--- config.mk ---
export PLATFORM = sky130hd
export DESIGN_NAME = a_rom_reader_flat
export DESIGN_NICKNAME = d
export VERILOG_FILES = /design/src/rtl/a_rom_reader_pkg.sv /design/src/rtl/a_rom_reader_if.sv /design/src/rtl/a_rom_reader.sv /design/src/flat_wrapper.sv
export SDC_FILE = /design/constraint.sdc
export NUM_CORES = 1
export LEC_CHECK = 0
export ABC_CLOCK_PERIOD_IN_PS = 3150
export CORE_MARGIN = 2
export CORE_UTILIZATION = 52
export CTS_CLUSTER_DIAMETER = 50
export DETAILED_ROUTE_END_ITERATION = 16
export PLACE_DENSITY = 0.87
export REMOVE_ABC_BUFFERS = 1
export SETUP_SLACK_MARGIN = 0.5
export SLEW_MARGIN = 20
export SYNTH_ARGS = -nofsm -noshare
export SYNTH_HDL_FRONTEND = slang
export SYNTH_SLANG_ARGS = --single-unit
--- constraint.sdc ---
create_clock -name clk -period 3.15 [get_ports clk]
set_input_delay 0.315 -clock clk [delete_from_list [all_inputs] [get_ports clk]]
set_output_delay 0.315 -clock clk [all_outputs]
set_load 0.01 [all_outputs]
--- src/rtl/a_rom_reader_pkg.sv ---
// Shared A-matrix types, geometry and ROM word helpers (also used by the MAC datapath).
package a_mat_pkg;

    localparam int unsigned ELEM_W        = 7;
    localparam int unsigned ADDR_W        = 4;
    localparam int unsigned ROWS          = 8;
    localparam int unsigned COLS          = 4;
    localparam int unsigned WORDS_PER_COL = ROWS / 2;
    localparam int unsigned WORD_W        = 2 * ELEM_W;
    localparam int unsigned ROW_W         = $clog2(ROWS);
    localparam int unsigned COL_W         = $clog2(COLS);
    localparam int unsigned WIDX_W        = $clog2(WORDS_PER_COL);

    typedef logic [ELEM_W-1:0] elem_t;
    typedef logic [ROW_W-1:0]  row_t;
    typedef logic [COL_W-1:0]  col_t;
    typedef logic [ADDR_W-1:0] addr_t;
    typedef logic [WORD_W-1:0] word_t;

    typedef enum logic [2:0] {
        ST_IDLE,
        ST_WAIT,
        ST_LOAD,
        ST_HI,
        ST_LO,
        ST_DONE
    } state_t;

    // One element beat on the downstream stream.
    typedef struct packed {
        elem_t data;
        row_t  row;
        col_t  col;
        logic  last;
    } elem_beat_t;

    // True when addr is the last ROM word of the scan (col 3 word 3, or word 3 of a single column).
    function automatic logic is_final_addr(input addr_t a, input logic single);
        return (a[WIDX_W-1:0] == WIDX_W'(WORDS_PER_COL - 1)) &&
               (single || (a[ADDR_W-1:WIDX_W] == COL_W'(COLS - 1)));
    endfunction

    // Beat for the element stored in the upper half of ROM word a.
    function automatic elem_beat_t make_hi_beat(input elem_t d, input addr_t a);
        elem_beat_t b;
        b.data = d;
        b.row  = {a[WIDX_W-1:0], 1'b0};
        b.col  = a[ADDR_W-1:WIDX_W];
        b.last = 1'b0;
        return b;
    endfunction

endpackage

--- src/rtl/a_rom_reader_if.sv ---
// Valid/ready element stream from the A ROM reader to its consumer.
interface a_rom_reader_if;
    import a_mat_pkg::*;

    logic  elem_valid;
    logic  elem_ready;
    elem_t elem_data;
    row_t  elem_row;
    col_t  elem_col;
    logic  elem_last;

    modport master (
        output elem_valid, elem_data, elem_row, elem_col, elem_last,
        input  elem_ready
    );

    modport slave (
        input  elem_valid, elem_data, elem_row, elem_col, elem_last,
        output elem_ready
    );
endinterface

--- src/rtl/a_rom_reader.sv ---
// Walks the A-matrix ROM (whole matrix or one column), hides the one-cycle
// ROM latency and streams unpacked 7-bit elements with row/column tags.
module a_rom_reader
    import a_mat_pkg::*;
(
    input  logic           clk,
    input  logic           rst,
    input  logic           start,
    input  logic           col_mode,
    input  col_t           col_idx,
    input  logic           abort,
    output addr_t          rom_addr,
    input  word_t          rom_data,
    a_rom_reader_if.master elem,
    output logic           busy,
    output logic           done
);

    state_t     state_q, state_nx;
    addr_t      addr_q, addr_nx;
    word_t      word_q, word_nx;
    logic       single_q, single_nx;
    elem_beat_t beat_q, beat_nx;
    logic       valid_q, valid_nx;
    logic       busy_q, busy_nx;
    logic       done_q, done_nx;

    logic       xfer;
    logic       addr_final;
    logic       cur_final;

    assign xfer       = valid_q & elem.elem_ready;
    assign addr_final = is_final_addr(addr_q, single_q);
    // Word currently being emitted, recovered from the registered row/col tags.
    assign cur_final  = is_final_addr({beat_q.col, beat_q.row[ROW_W-1:1]}, single_q);

    // State and output registers.
    always_ff @(posedge clk or negedge rst) begin
        if (!rst) begin
            state_q  <= ST_IDLE;
            addr_q   <= '0;
            word_q   <= '0;
            single_q <= 1'b0;
            beat_q   <= '0;
            valid_q  <= 1'b0;
            busy_q   <= 1'b0;
            done_q   <= 1'b0;
        end else begin
            state_q  <= state_nx;
            addr_q   <= addr_nx;
            word_q   <= word_nx;
            single_q <= single_nx;
            beat_q   <= beat_nx;
            valid_q  <= valid_nx;
            busy_q   <= busy_nx;
            done_q   <= done_nx;
        end
    end

    // Next-state and next-output logic; abort overrides everything outside IDLE.
    always_comb begin
        state_nx  = state_q;
        addr_nx   = addr_q;
        word_nx   = word_q;
        single_nx = single_q;
        beat_nx   = beat_q;
        valid_nx  = valid_q;
        busy_nx   = busy_q;
        done_nx   = 1'b0;

        case (state_q)
            ST_IDLE: begin
                if (start && !abort) begin
                    single_nx = col_mode;
                    addr_nx   = col_mode ? {col_idx, WIDX_W'(0)} : '0;
                    busy_nx   = 1'b1;
                    state_nx  = ST_WAIT;
                end
            end
            ST_WAIT: begin
                state_nx = ST_LOAD;
            end
            ST_LOAD: begin
                word_nx  = rom_data;
                beat_nx  = make_hi_beat(rom_data[WORD_W-1:ELEM_W], addr_q);
                valid_nx = 1'b1;
                if (!addr_final) begin
                    addr_nx = addr_q + ADDR_W'(1);
                end
                state_nx = ST_HI;
            end
            ST_HI: begin
                if (xfer) begin
                    beat_nx.data = word_q[ELEM_W-1:0];
                    beat_nx.row  = {beat_q.row[ROW_W-1:1], 1'b1};
                    beat_nx.last = cur_final;
                    state_nx     = ST_LO;
                end
            end
            ST_LO: begin
                if (xfer) begin
                    if (cur_final) begin
                        valid_nx     = 1'b0;
                        beat_nx.last = 1'b0;
                        done_nx      = 1'b1;
                        state_nx     = ST_DONE;
                    end else begin
                        // rom_addr already points at the next word, so rom_data holds it now.
                        word_nx = rom_data;
                        beat_nx = make_hi_beat(rom_data[WORD_W-1:ELEM_W], addr_q);
                        if (!addr_final) begin
                            addr_nx = addr_q + ADDR_W'(1);
                        end
                        state_nx = ST_HI;
                    end
                end
            end
            ST_DONE: begin
                busy_nx  = 1'b0;
                state_nx = ST_IDLE;
            end
            default: begin
                state_nx = ST_IDLE;
                valid_nx = 1'b0;
                busy_nx  = 1'b0;
            end
        endcase

        if (abort && (state_q != ST_IDLE)) begin
            state_nx     = ST_IDLE;
            valid_nx     = 1'b0;
            beat_nx.last = 1'b0;
            busy_nx      = 1'b0;
            done_nx      = 1'b0;
        end
    end

    assign rom_addr        = addr_q;
    assign elem.elem_valid = valid_q;
    assign elem.elem_data  = beat_q.data;
    assign elem.elem_row   = beat_q.row;
    assign elem.elem_col   = beat_q.col;
    assign elem.elem_last  = beat_q.last;
    assign busy            = busy_q;
    assign done            = done_q;

endmodule
--- src/flat_wrapper.sv ---
// flat-port wrapper written by rule: the top's interface ports become plain ports
module a_rom_reader_flat import a_mat_pkg::*;
  (clk, rst, start, col_mode, col_idx, abort, rom_addr, rom_data, busy, done, elem_elem_valid, elem_elem_data, elem_elem_row, elem_elem_col, elem_elem_last, elem_elem_ready);
  a_rom_reader_if elem_i ();
  input  logic clk;
  input  logic rst;
  input  logic start;
  input  logic col_mode;
  input  col_t col_idx;
  input  logic abort;
  output addr_t rom_addr;
  input  word_t rom_data;
  output logic busy;
  output logic done;
  output wire logic [$bits(elem_i.elem_valid)-1:0] elem_elem_valid;
  output wire logic [$bits(elem_i.elem_data)-1:0] elem_elem_data;
  output wire logic [$bits(elem_i.elem_row)-1:0] elem_elem_row;
  output wire logic [$bits(elem_i.elem_col)-1:0] elem_elem_col;
  output wire logic [$bits(elem_i.elem_last)-1:0] elem_elem_last;
  input wire logic [$bits(elem_i.elem_ready)-1:0] elem_elem_ready;
  assign elem_elem_valid = elem_i.elem_valid;
  assign elem_elem_data = elem_i.elem_data;
  assign elem_elem_row = elem_i.elem_row;
  assign elem_elem_col = elem_i.elem_col;
  assign elem_elem_last = elem_i.elem_last;
  assign elem_i.elem_ready = elem_elem_ready;
  a_rom_reader u_core (.clk(clk), .rst(rst), .start(start), .col_mode(col_mode), .col_idx(col_idx), .abort(abort), .rom_addr(rom_addr), .rom_data(rom_data), .elem(elem_i), .busy(busy), .done(done));
endmodule
==> results of run 1 <==
[through the flow]
step / util [%] / std cells / setup WS [ps]
2_1_floorplan: - / 150 / 1160
3_3_place_gp: 67.6 / 226 / 885
3_5_place_dp: 67.6 / 226 / 780
4_1_cts: 70.5 / 234 / 830
5_1_grt: 70.5 / 234 / 663
6_report: 70.5 / 234 / 826
[where the power goes]
| group | switching, W | leakage [nW] | internal (W) |
|---|---|---|---|
| Sequential | 0.000136 | 0.394 | 0.000545 |
| Combinational | 0.000255 | 0.489 | 0.000341 |
| Clock | 0.000140 | 0.0482 | 0.000187 |
[cells in the mapped netlist, drive strengths merged, types with 2 or more instances]
cell / count
nor4: 2
mux2i: 8
o21a: 2
dfrtp: 31
nor3b: 2
a311oi: 2
inv: 4
o21ai: 15
a21o: 2
a211oi: 2
a21oi: 11
a31oi: 3
nor4b: 2
mux2: 14
nor2: 17
nand2: 12
or2: 2
nor3: 4
buf: 7
clkbuf: 4
[area by class of cell]
| type | count | area (sq um) |
|---|---|---|
| sequential | 31 | 776 |
| multi-input combinational | 115 | 772 |
| clock inverter | 2 | 35.0 |
| tap | 33 | 41.3 |
| timing repair buffer | 43 | 425 |
| inverter | 4 | 15.0 |
| clock buffer | 6 | 51.3 |
| fill | 216 | 887 |
[flip-flops by register name, indices dropped and copies added (netlist names), 2 cells and up]
signal,flops
u_core.state_q,3
u_core.rom_addr,4
u_core.elem.elem_col,2
u_core.word_q,7
u_core.elem.elem_data,7
u_core.elem.elem_row,3
[cell families (layout without fill, tap and decap cells)]
group	after synthesis	in the layout	synth area share (%)
simple gates	48	48	14.4
mux	22	22	14.6
flops	31	31	47.7
buf+inv	15	55	4.85
compound gates	43	43	17.2
xor+xnor	1	1	0.539
fa+ha+maj	1	1	0.769
[metal layers]
metal	track usage (%)	share of wire, %	vias up
li1	-	-	655
met1	27.6	43	672
met2	35.4	50	41
met3	6.06	4.4	10
met4	11.1	2.3	0
met5	0	0	-
[path summary, 6_finish.rpt]
path,slack [ps],cells after the start,endpoint
hold reg to reg,500,2,u_core.elem.elem_data[5]
setup / recovery,830,4,u_core.elem.elem_row[1]
min in group clk,500,2,u_core.elem.elem_data[5]
setup reg to reg,830,4,u_core.elem.elem_row[1]
max in group asynchronous,2510,2,u_core.elem.elem_col[1]
hold / removal,360,2,u_core.single_q
==> impl_results.md, run 1 <==
- Outcome: finished clean
- DRT Wirelength: 3.50 mm
- Area leader, netlist: dfrtp_1
- CTS tree: built
- Distinct cell type count of the synthesized netlist: 39
- Power Density: 759 mW/mm^2
- Clk sinks: 31
- CP Launch Type: register
- Synth Flop Type: dfrtp_1
- Core box area: 0.00300 sq mm
- Slowest-stage cell, CP: dfrtp_1
- Commonest non-fill, non-tap cell in the layout: clkdlybuf4s50_1
- First-pass GRT wire length: 5.96 mm
- Count of yosys warnings during synthesis: 0
- Post-CTS Hold Fix Bufs: 0
- Share of async-settable or async-resettable flops after synthesis: 100%
- Final Critical Period: 2320 ps
- Number of global-route vias before repair: 1,364
- Syn_area_per_cell: 10.1 sq um
- Crit path from: u_core.state_q[1]
- Initial cell density of the core: 54.2%
- Hold slack final: 359 ps
- Synthesized area: 0.00163 sq mm
- Max Clk Rate: 0.430 GHz
- Largest net degree at the start of global routing: 32
- Number of synthesized flops with an enable pin: 0
- Iter 0 DRT Violations: 26
- Layout Cell Area excl Fill: 0.00212 sq mm
- Top-level I/O count: 42
- Worst-path fanout max: 15
- Seq/Total Area, Yosys: 47.7%
- CP endpoint kind: register
- Final clock skew: 9.43 ps
- Crit-path cells: xnor2_1 -> or2_0 -> nor2_2 -> mux2_2
- Clk root buf: clkbuf_4
- Crit share post-route: 73.8%
- Maximum clock path buffer count: 2
- CTS Buf Count: 5
- WP buf/inv: 0
- Power after layout: 0.00161 W
- Mapped Cells: 161
- RSZ-0062 raised after global routing: false
- Reg-to-Reg Start: u_core.state_q[1]
- P_leak: 0.931 nW
- Average wire per standard cell: 15.0 microns
- Site row count: 20
- Clock transition at path regs: 100 ps
- # DRC: 0
- Max-cap viol count: 0
- Cells taking the most area after synthesis: dfrtp_1 48%, mux2_2 9.7%, mux2i_1 4.9%, o21ai_0 4.6%, nor2_1 3.7%
- Initial antenna violation count: 0
- Layout cells sized above 1: 13.9%
- GP Congestion: 0.748
- P&R area growth vs syn: 30.1%
- Crit path kind: register to register
- Post-route antenna net violation count: 0
- Final Max Tran Viols: 0
- Post-Route Setup TNS: 0 ps
- Placement Cell Area: 0.00203 sq mm
- Post_cts resized: 0
- FF+latch count, synth: 31
- Total iterations of the first detailed-routing run: 4
- DR vias: 1,378
- Crit path required time: 3370 ps
- Post-DP HPWL: 2.53 mm
- Post-CTS Repair Setup Buffers: 0
- Most frequent cells in the layout: 41 x clkdlybuf4s50_1, 31 x dfrtp_1, 16 x nor2_1
- Via/cell ratio: 5.89
- Hold Fails Final Rpt: 0
- Slew at the pin closest to its max-slew limit: 939 ps
- Area share of the largest cell type after synthesis: 47.7%
- Die Ht: 59.9 microns
- Top cell family by delay on the critical path: simple AND/OR/NAND/NOR gates
- # setup viols final: 0
- CP peak stage delay: 630 ps
- Number of buffers added on ports: 41
- Overflow after GRT: 0
- H-tree levels: 2
- GRT Overall Usage: 22.2%
- Arr. time, crit path: 2540 ps
- Clock Latency Late Sink: 330 ps
- Worst Hold Class: input port to asynchronous set/reset pin
- Die ar.: 0.00359 sq mm
- Final Net Count: 223
- Slew headroom: 37.4%
- N_diodes: 0
- Peak VDD IR: 0.397 mV
- Die Span X: 59.9 microns
No activity file was read; power rests on OpenSTA's default activity.
==> inputs of run 2 (changes only) <==
--- a/config.mk
+++ b/config.mk
@@ -5,12 +5,12 @@
 export SDC_FILE = /design/constraint.sdc
 export NUM_CORES = 1
 export LEC_CHECK = 0
-export ABC_CLOCK_PERIOD_IN_PS = 3150
+export ABC_CLOCK_PERIOD_IN_PS = 2200
 export CORE_MARGIN = 2
-export CORE_UTILIZATION = 52
+export CORE_UTILIZATION = 48
 export CTS_CLUSTER_DIAMETER = 50
 export DETAILED_ROUTE_END_ITERATION = 16
-export PLACE_DENSITY = 0.87
+export PLACE_DENSITY = 0.82
 export REMOVE_ABC_BUFFERS = 1
 export SETUP_SLACK_MARGIN = 0.5
 export SLEW_MARGIN = 20
==> constraint.sdc (replaced) <==
create_clock -name clk -period 2.2 [get_ports clk]
set_input_delay 0.22 -clock clk [delete_from_list [all_inputs] [get_ports clk]]
set_output_delay 0.22 -clock clk [all_outputs]
set_load 0.01 [all_outputs]
==> run 2 against run 1 <==
Effect of this change: final cell count up 14%; worst setup slack lost 360 ps; sequential cell count is the same; sequential power up 43%.
==> impl_results.md, run 2 (synthesized netlist as in run 1, its figures left out) <==
- Crit path required time: 2420 ps
- Fill cells: 228
- Number of buffers added on ports: 41
- Final Critical Period: 1740 ps
- Top-level I/O count: 42
- DRT Wirelength: 4.44 mm
- Power Density: 1060 mW/mm^2
- Iter 0 DRT Violations: 73
- Core box area: 0.00328 sq mm
- Commonest non-fill, non-tap cell in the layout: clkdlybuf4s50_1
- N_diodes: 0
- Internal power consumption: 0.00173 W
- Final Max Tran Viols: 0
- GRT Overall Usage: 22.2%
- Worst setup margin: 464 ps
- P_leak: 1.08 nW
- Post-DP HPWL: 2.69 mm
- Final clock skew: 8.36 ps
- Clock Latency Late Sink: 330 ps
- Die ar.: 0.00387 sq mm
- CTS tree: built
- Clock power frac: 17.9%
- Die Span X: 62.2 microns
- Max-cap viol count: 0
- Final Net Count: 242
- Number of global-route vias before repair: 1,398
- Maximum clock path buffer count: 2
- Crit path kind: register to register
- Worst Hold Class: input port to asynchronous set/reset pin
- Die Ht: 62.2 microns
- Switching part of the total: 33.6%
- CTS Buf Count: 5
- # DRC: 0
- Clock transition at path regs: 100 ps
- Slew headroom: 73.7%
- Post-route antenna net violation count: 0
- Peak VDD IR: 0.635 mV
- Post-Route Setup TNS: 0 ps
- RSZ-0062 raised after global routing: true
- Most frequent cells in the layout: 41 x clkdlybuf4s50_1, 29 x dfrtp_1, 14 x nor2_1, 14 x buf_4, 12 x o21ai_0
- Pre-CTS WS: 133 ps
- Switch Pwr: 0.000874 W
- GP Congestion: 0.844
- Post-Route Utilization: 74.4%
- Largest net degree at the start of global routing: 32
- Worst-path fanout max: 5
- Average wire per standard cell: 16.7 microns
- DR vias: 1,490
- Max Clk Rate: 0.576 GHz
- Site row count: 21
- Sequential Power Share: 37.3%
- Arr. time, crit path: 1960 ps
- Clk root buf: clkbuf_4
- Crit share post-route: 78.9%
- Gate power share: 44.7%
- Slew at the pin closest to its max-slew limit: 395 ps
- Layout cells sized above 1: 28.2%
- # setup viols final: 0
- Initial cell density of the core: 49.5%
- P&R area growth vs syn: 50.2%
- Outcome: finished clean
- Initial antenna violation count: 0
- Clk sinks: 31
- Total iterations of the first detailed-routing run: 4
- CP Launch Type: register
- Post-CTS Hold Fix Bufs: 0
- Via/cell ratio: 5.60
- CP endpoint kind: register
- First-pass GRT wire length: 6.70 mm
- Overflow after GRT: 0
- Hold Fails Final Rpt: 0
- H-tree levels: 2
run 2: final timing paths:
kind	start	cells past startpoint	to	slack, ps
min in group clk	u_core.elem.elem_data[4]	2	u_core.elem.elem_data[4]	490
max in group asynchronous	rst	2	u_core.elem.elem_valid	1610
hold / removal	rst	2	u_core.rom_addr[2]	280
hold reg to reg	u_core.elem.elem_data[4]	2	u_core.elem.elem_data[4]	490
setup / recovery	u_core.state_q[2]	5	u_core.rom_addr[0]	460
setup reg to reg	u_core.state_q[2]	5	u_core.rom_addr[0]	460
run 2: routing by layer:
layer / vias to the layer above / global-route usage (%) / wire (microns)
li1: 687 / - / -
met5: - / 0 / 0
met1: 734 / 26.5 / 1800
met3: 12 / 5.25 / 249
met2: 57 / 38.3 / 2290
met4: 0 / 9.72 / 95
run 2: area by class of cell:
class | instances | area, sq um | share of cell area [%]
sequential | 31 | 778 | 31.9
clock buffer | 6 | 51.3 | 2.10
timing repair buffer | 62 | 603 | 24.7
tap | 46 | 57.6 | 2.36
clock inverter | 2 | 35.0 | 1.43
inverter | 4 | 15.0 | 0.615
multi-input combinational | 115 | 902 | 36.9
run 2: timing repair:
item,in CTS,in global routing
resized for setup,14,32
setup buffers,8,3
setup endpoints to repair,21,17
pin swaps,3,6
cloned,1,0
run 2: critical path, stage by stage, from the launching register on:
cell and delay, ps:
dfrtp_2 490, buf_4 160, nand2_2 100, o311ai_4 350
o21bai_4 220, mux2_4 320
run 2: power by group through the flow:
stage | clock network, W | registers (W) | logic [W]
2_1_floorplan | 0 | 0.000998 | 0.000403
3_3_place_gp | 0 | 0.000946 | 0.000903
3_5_place_dp | 0 | 0.000957 | 0.000928
4_1_cts | 0.000479 | 0.000949 | 0.00102
5_1_grt | 0.000505 | 0.000999 | 0.00125
6_report | 0.000466 | 0.000971 | 0.00116
run 2: per-stage QoR:
stage | power (W) | cell area, sq um | std cells | hold WS, ps
2_1_floorplan | 0.00140 | 1560 | 150 | -75.6
3_3_place_gp | 0.00185 | 2100 | 246 | 467
3_5_place_dp | 0.00188 | 2100 | 246 | 475
4_1_cts | 0.00245 | 2310 | 263 | 280
5_1_grt | 0.00275 | 2440 | 266 | 302
6_report | 0.00260 | 2440 | 266 | 276
==> inputs of run 3 (changes only) <==
--- a/config.mk
+++ b/config.mk
@@ -5,12 +5,12 @@
 export SDC_FILE = /design/constraint.sdc
 export NUM_CORES = 1
 export LEC_CHECK = 0
-export ABC_CLOCK_PERIOD_IN_PS = 2200
+export ABC_CLOCK_PERIOD_IN_PS = 1550
 export CORE_MARGIN = 2
-export CORE_UTILIZATION = 48
+export CORE_UTILIZATION = 43
 export CTS_CLUSTER_DIAMETER = 50
 export DETAILED_ROUTE_END_ITERATION = 16
-export PLACE_DENSITY = 0.82
+export PLACE_DENSITY = 0.78
 export REMOVE_ABC_BUFFERS = 1
 export SETUP_SLACK_MARGIN = 0.5
 export SLEW_MARGIN = 20
==> constraint.sdc (replaced) <==
create_clock -name clk -period 1.55 [get_ports clk]
set_input_delay 0.155 -clock clk [delete_from_list [all_inputs] [get_ports clk]]
set_output_delay 0.155 -clock clk [all_outputs]
set_load 0.01 [all_outputs]
==> run 3 against run 2 <==
Effect of this change: sequential cell count unchanged; critical endpoint unchanged; first-iteration DRC count is 110% higher; largest cell class unchanged; register-to-register slack worse by 610 ps; die area rose by 11%; fmax is 2.6% higher; core utilization grew 2.0 points; largest power group unchanged; the flow now finishes with violations (setup timing); routed wire length increased by 41%; combinational power up 88%; count of clock-buffer cells in the layout stayed put; sequential power is 45% higher; critical path depth up 1; non-clock buffer count up 28.
==> impl_results.md, run 3 (synthesized netlist as in run 1, its figures left out) <==
- Placement Cell Area: 0.00229 sq mm
- Post-CTS Hold Fix Bufs: 0
- Number of global-route vias before repair: 1,773
- Die Span X: 65.5 microns
- First-pass GRT wire length: 9.12 mm
- Arr. time, crit path: 1870 ps
- Overflow after GRT: 0
- Final Net Count: 271
- P&R area growth vs syn: 71.8%
- DR vias: 1,750
- N_diodes: 0
- Die Ht: 65.5 microns
- Max Clk Rate: 0.591 GHz
- GRT Overall Usage: 29.2%
- Clock transition at path regs: 70 ps
- Clk root buf: clkbuf_8
- Layout cells sized above 1: 51.4%
- Number of buffers added on ports: 41
- Iter 0 DRT Violations: 152
- # DRC: 0
- Worst Hold Class: input port to asynchronous set/reset pin
- Core box area: 0.00366 sq mm
- Max-cap viol count: 0
- Worst-path fanout max: 11
- Layout Cell Area excl Fill: 0.00280 sq mm
- CTS Buf Count: 5
- Site row count: 22
- Peak VDD IR: 1.15 mV
- Failing checks: setup timing
- Crit share post-route: 109%
- Crit path required time: 1730 ps
- Clock Latency Late Sink: 290 ps
- Fill cells: 216
- RSZ-0062 raised after global routing: true
- Initial antenna violation count: 0
- Via/cell ratio: 5.89
- Final Critical Period: 1690 ps
- Power Density: 1580 mW/mm^2
- Worst setup margin: -141 ps
- Commonest non-fill, non-tap cell in the layout: buf_4
- Clk sinks: 31
- CP Launch Type: register
- Slew headroom: 73.8%
- CP endpoint kind: register
- Maximum clock path buffer count: 2
- Post-route antenna net violation count: 0
- P_leak: 1.29 nW
- Most frequent cells in the layout: 34 x buf_4, 26 x dfrtp_1, 21 x clkdlybuf4s50_1
- Total iterations of the first detailed-routing run: 4
- Hold Fails Final Rpt: 0
- Top-level I/O count: 42
- DRT Wirelength: 6.24 mm
- Multi-input logic area: 996 sq um
- Pre-CTS WS: -413 ps
- # setup viols final: 27
- Slew at the pin closest to its max-slew limit: 392 ps
- Crit path kind: register to register
- Initial cell density of the core: 44.4%
- Post-Route Utilization: 76.4%
- Largest net degree at the start of global routing: 32
- Average wire per standard cell: 21.0 microns
- H-tree levels: 2
- Post-DP HPWL: 3.17 mm
- Die ar.: 0.00429 sq mm
- CTS tree: built
- Seq. cell area: 782 sq um
- GP Congestion: 0.872
- Final clock skew: 8.98 ps
- Outcome: finished with violations
- Final Max Tran Viols: 0
## run 3: metal layers
layer	track usage, %	vias up	wire [microns]
met1	32.1	847	2250
met5	0	-	0
met3	8.56	43	449
met4	16.7	0	408
met2	50.1	105	3130
li1	-	755	-
## run 3: area by class of cell
type / count / share of cell area [%]
timing repair buffer: 90 / 29.5
tap: 48 / 2.15
clock buffer: 6 / 2.95
sequential: 31 / 28.0
inverter: 4 / 0.537
clock inverter: 2 / 1.25
multi-input combinational: 116 / 35.6
## run 3: final timing paths
kind                                          start                  endpoint  slack, ps  cells after the start
setup / recovery                  u_core.state_q[1]        u_core.rom_addr[0]       -140                      6
hold / removal                                  rst               u_core.busy        240                      2
setup reg to reg                  u_core.state_q[1]        u_core.rom_addr[0]       -140                      6
hold reg to reg            u_core.elem.elem_data[2]  u_core.elem.elem_data[2]        500                      2
max in group asynchronous                       rst         u_core.state_q[2]        980                      2
min in group clk                    elem_elem_ready         u_core.state_q[2]        420                      3
## run 3: worst max-delay path, cell delays in order, from the launching register on
cell,delay (ps)
dfrtp_2,460
buf_4,200
nor2_1,120
o21ai_0,160
o311ai_4,130
o21bai_4,180
mux2_2,340
## run 3: through the flow
step           power (W)  hold WS, ps  std cells  TNS [ps]
2_1_floorplan    0.00199         -141        150     -6450
3_3_place_gp     0.00281          469        270     -5750
3_5_place_dp     0.00289          479        270     -7150
4_1_cts          0.00414          257        295     -1240
5_1_grt          0.00460          281        297     -3900
6_report         0.00442          243        297     -2450
## run 3: what timing repair did
action	CTS	global route
buffers inserted	15	2
pin swaps	10	10
cloned	2	0
endpoints found under the setup margin	51	41
resized for setup	137	21
## run 3: power by group
part	switching, W	internal (W)
Clock	0.000308	0.000519
Sequential	0.000287	0.00112
Combinational	0.000977	0.00121
Total	0.00157	0.00284
==> RTL change: new RTL, flow settings as in run 2 <==
The 6 states of `state_t` get a Gray code encoding in 3 bits.
--- a/src/rtl/a_rom_reader_pkg.sv
+++ b/src/rtl/a_rom_reader_pkg.sv
@@ -19,10 +19,10 @@
 
     typedef enum logic [2:0] {
-        ST_IDLE,
-        ST_WAIT,
-        ST_LOAD,
-        ST_HI,
-        ST_LO,
-        ST_DONE
+        ST_IDLE = 3'b000,
+        ST_WAIT = 3'b001,
+        ST_LOAD = 3'b011,
+        ST_HI   = 3'b010,
+        ST_LO   = 3'b110,
+        ST_DONE = 3'b111
     } state_t;
 
Function: no difference found for any inputs over 10 cycles, from zero or initial values and one cycle with rst low; not proved beyond that.
==> RTL change against run 2 <==
  * Power decreased by 11%
  * Sequential cell count unchanged
  * Sequential power decreased by 9.2%
  * Wire length rose by 4.8%
  * Worst hold slack gained 0.048 ns
  * Worst setup slack improved by 0.045 ns
  * Cell area is 1.9% higher
  * Synthesized cell count grew 16%
  * Critical path depth stayed put
  * Synthesized area increased by 16%
  * Largest power group unchanged
==> RTL change: results (changes against run 2) <==
| Metric | Value |
|---|---|
| Status | `completed` |
| GRT Resource Usage Total | `23.3% (+1.1 points)` |
| Placed inst area | `2350 um2 (+12%)` |
| Max IR drop VDD | `0.510 mV (-20%)` |
| Mux contribution to synthesized area | `10.6% (-4.1 points)` |
| First-pass GRT wire length | `7.87 mm (+17%)` |
| Worst path arrival time | `1.86 ns (-0.10 ns)` |
| Lkg Pwr | `1.02 nW (-5.4%)` |
| Clk pin slew, worst setup/hold paths | `0.07 ns (-0.03 ns)` |
| DR WL/cell | `16.3 um (-2.2%)` |
| Share of layout cells above drive strength 1 | `23.2% (-5.0 points)` |
| Worst Max-Slew Pin Slew | `0.394 ns (-0.00155 ns)` |
| Fin Clk Skew | `0.00463 ns (-0.00373 ns)` |
| GP Congestion | `0.927 (+9.9%)` |
| Delay-heaviest family, CP | `compound AO/OA/AOI/OAI gates` |
| Drt first-iter violations | `121 (+66%)` |
| Via count | `1726 (+16%)` |
| Sequential fraction of the synthesis area | `41.1% (-6.6 points)` |
| Worst skew pair latency | `0.29 ns (-0.04 ns)` |
| Root Buffer | `clkbuf_8` |
| Nets | `260 (+7.4%)` |
| Clk buf depth | `2 (unchanged)` |
| M1 wire length | `2.08 mm (+16%)` |
| Netlist cell types | `46 (+18%)` |
| Met3 routed WL | `287 um (+15%)` |
| Top post-synthesis cells by area | `dfrtp_1, mux2_2, o22ai_1` |
| Synth Area in Compound Gates | `29.0% (+12 points)` |
| Vias in the first global route | `1623 (+16%)` |
| Most frequent cells after synthesis | `dfrtp_1, o22ai_1, a21oi_1` |
| Slowest cell on crit path | `or4b_4` |
| XOR/XNOR share of the synthesized area | `0.464% (-0.074 points)` |
| Reg2Reg Capture Point | `u_core.rom_addr[3]` |
| Synth Area in Adders | `0.664% (-0.11 points)` |
| R2R Setup Slk | `0.51 ns (+0.05 ns)` |
RTL change: what timing repair did:
item | in CTS | in global routing
setup endpoints to repair | 20 | 20
buffers inserted | 4 | 0
pin swaps | 4 | 1
resized for setup | 4 | 4
RTL change: worst min-delay path by stage:
| stage | to | start | cells after the start | slack [ns] |
|---|---|---|---|---|
| after global placement | u_core.elem.elem_data[6] | u_core.elem.elem_data[6] | 1 | 0.50 |
| after CTS | u_core.rom_addr[3] | rst | 2 | 0.34 |
| after detailed placement | u_core.elem.elem_data[1] | u_core.elem.elem_data[1] | 1 | 0.50 |
| final | u_core.rom_addr[3] | rst | 2 | 0.32 |
| after global routing | u_core.rom_addr[3] | rst | 2 | 0.38 |
| after floorplan | u_core.busy | rst | 0 | -0.08 |
RTL change: final cells by class:
| type | count | area, um2 |
|---|---|---|
| multi-input combinational | 135 | 995 |
| fill | 297 | 1230 |
| clock inverter | 1 | 5.00 |
| timing repair buffer | 59 | 549 |
| inverter | 5 | 18.8 |
| sequential | 31 | 778 |
| tap | 48 | 60.1 |
| clock buffer | 6 | 82.6 |
RTL change: per-layer routing:
layer,vias up,global-route usage (%)
li1,816,-
met1,851,32.3
met2,54,36.8
met3,5,5.74
met4,0,5.36
met5,-,0
RTL change: power breakdown:
group	internal [mW]	switching (mW)
combinational	0.563	0.410
sequential	0.724	0.158
clock	0.245	0.220
total	1.53	0.789
RTL change: through the flow:
step / setup WS, ns / utilization (%) / hold WS [ns] / std cells
2_1_floorplan: 0.144 / - / -0.0756 / 171
6_report: 0.510 / 67.0 / 0.324 / 285
4_1_cts: 0.497 / 66.7 / 0.342 / 285
3_3_place_gp: 0.340 / 63.2 / 0.496 / 274
5_1_grt: 0.430 / 67.0 / 0.377 / 285
3_5_place_dp: 0.324 / 63.2 / 0.500 / 274
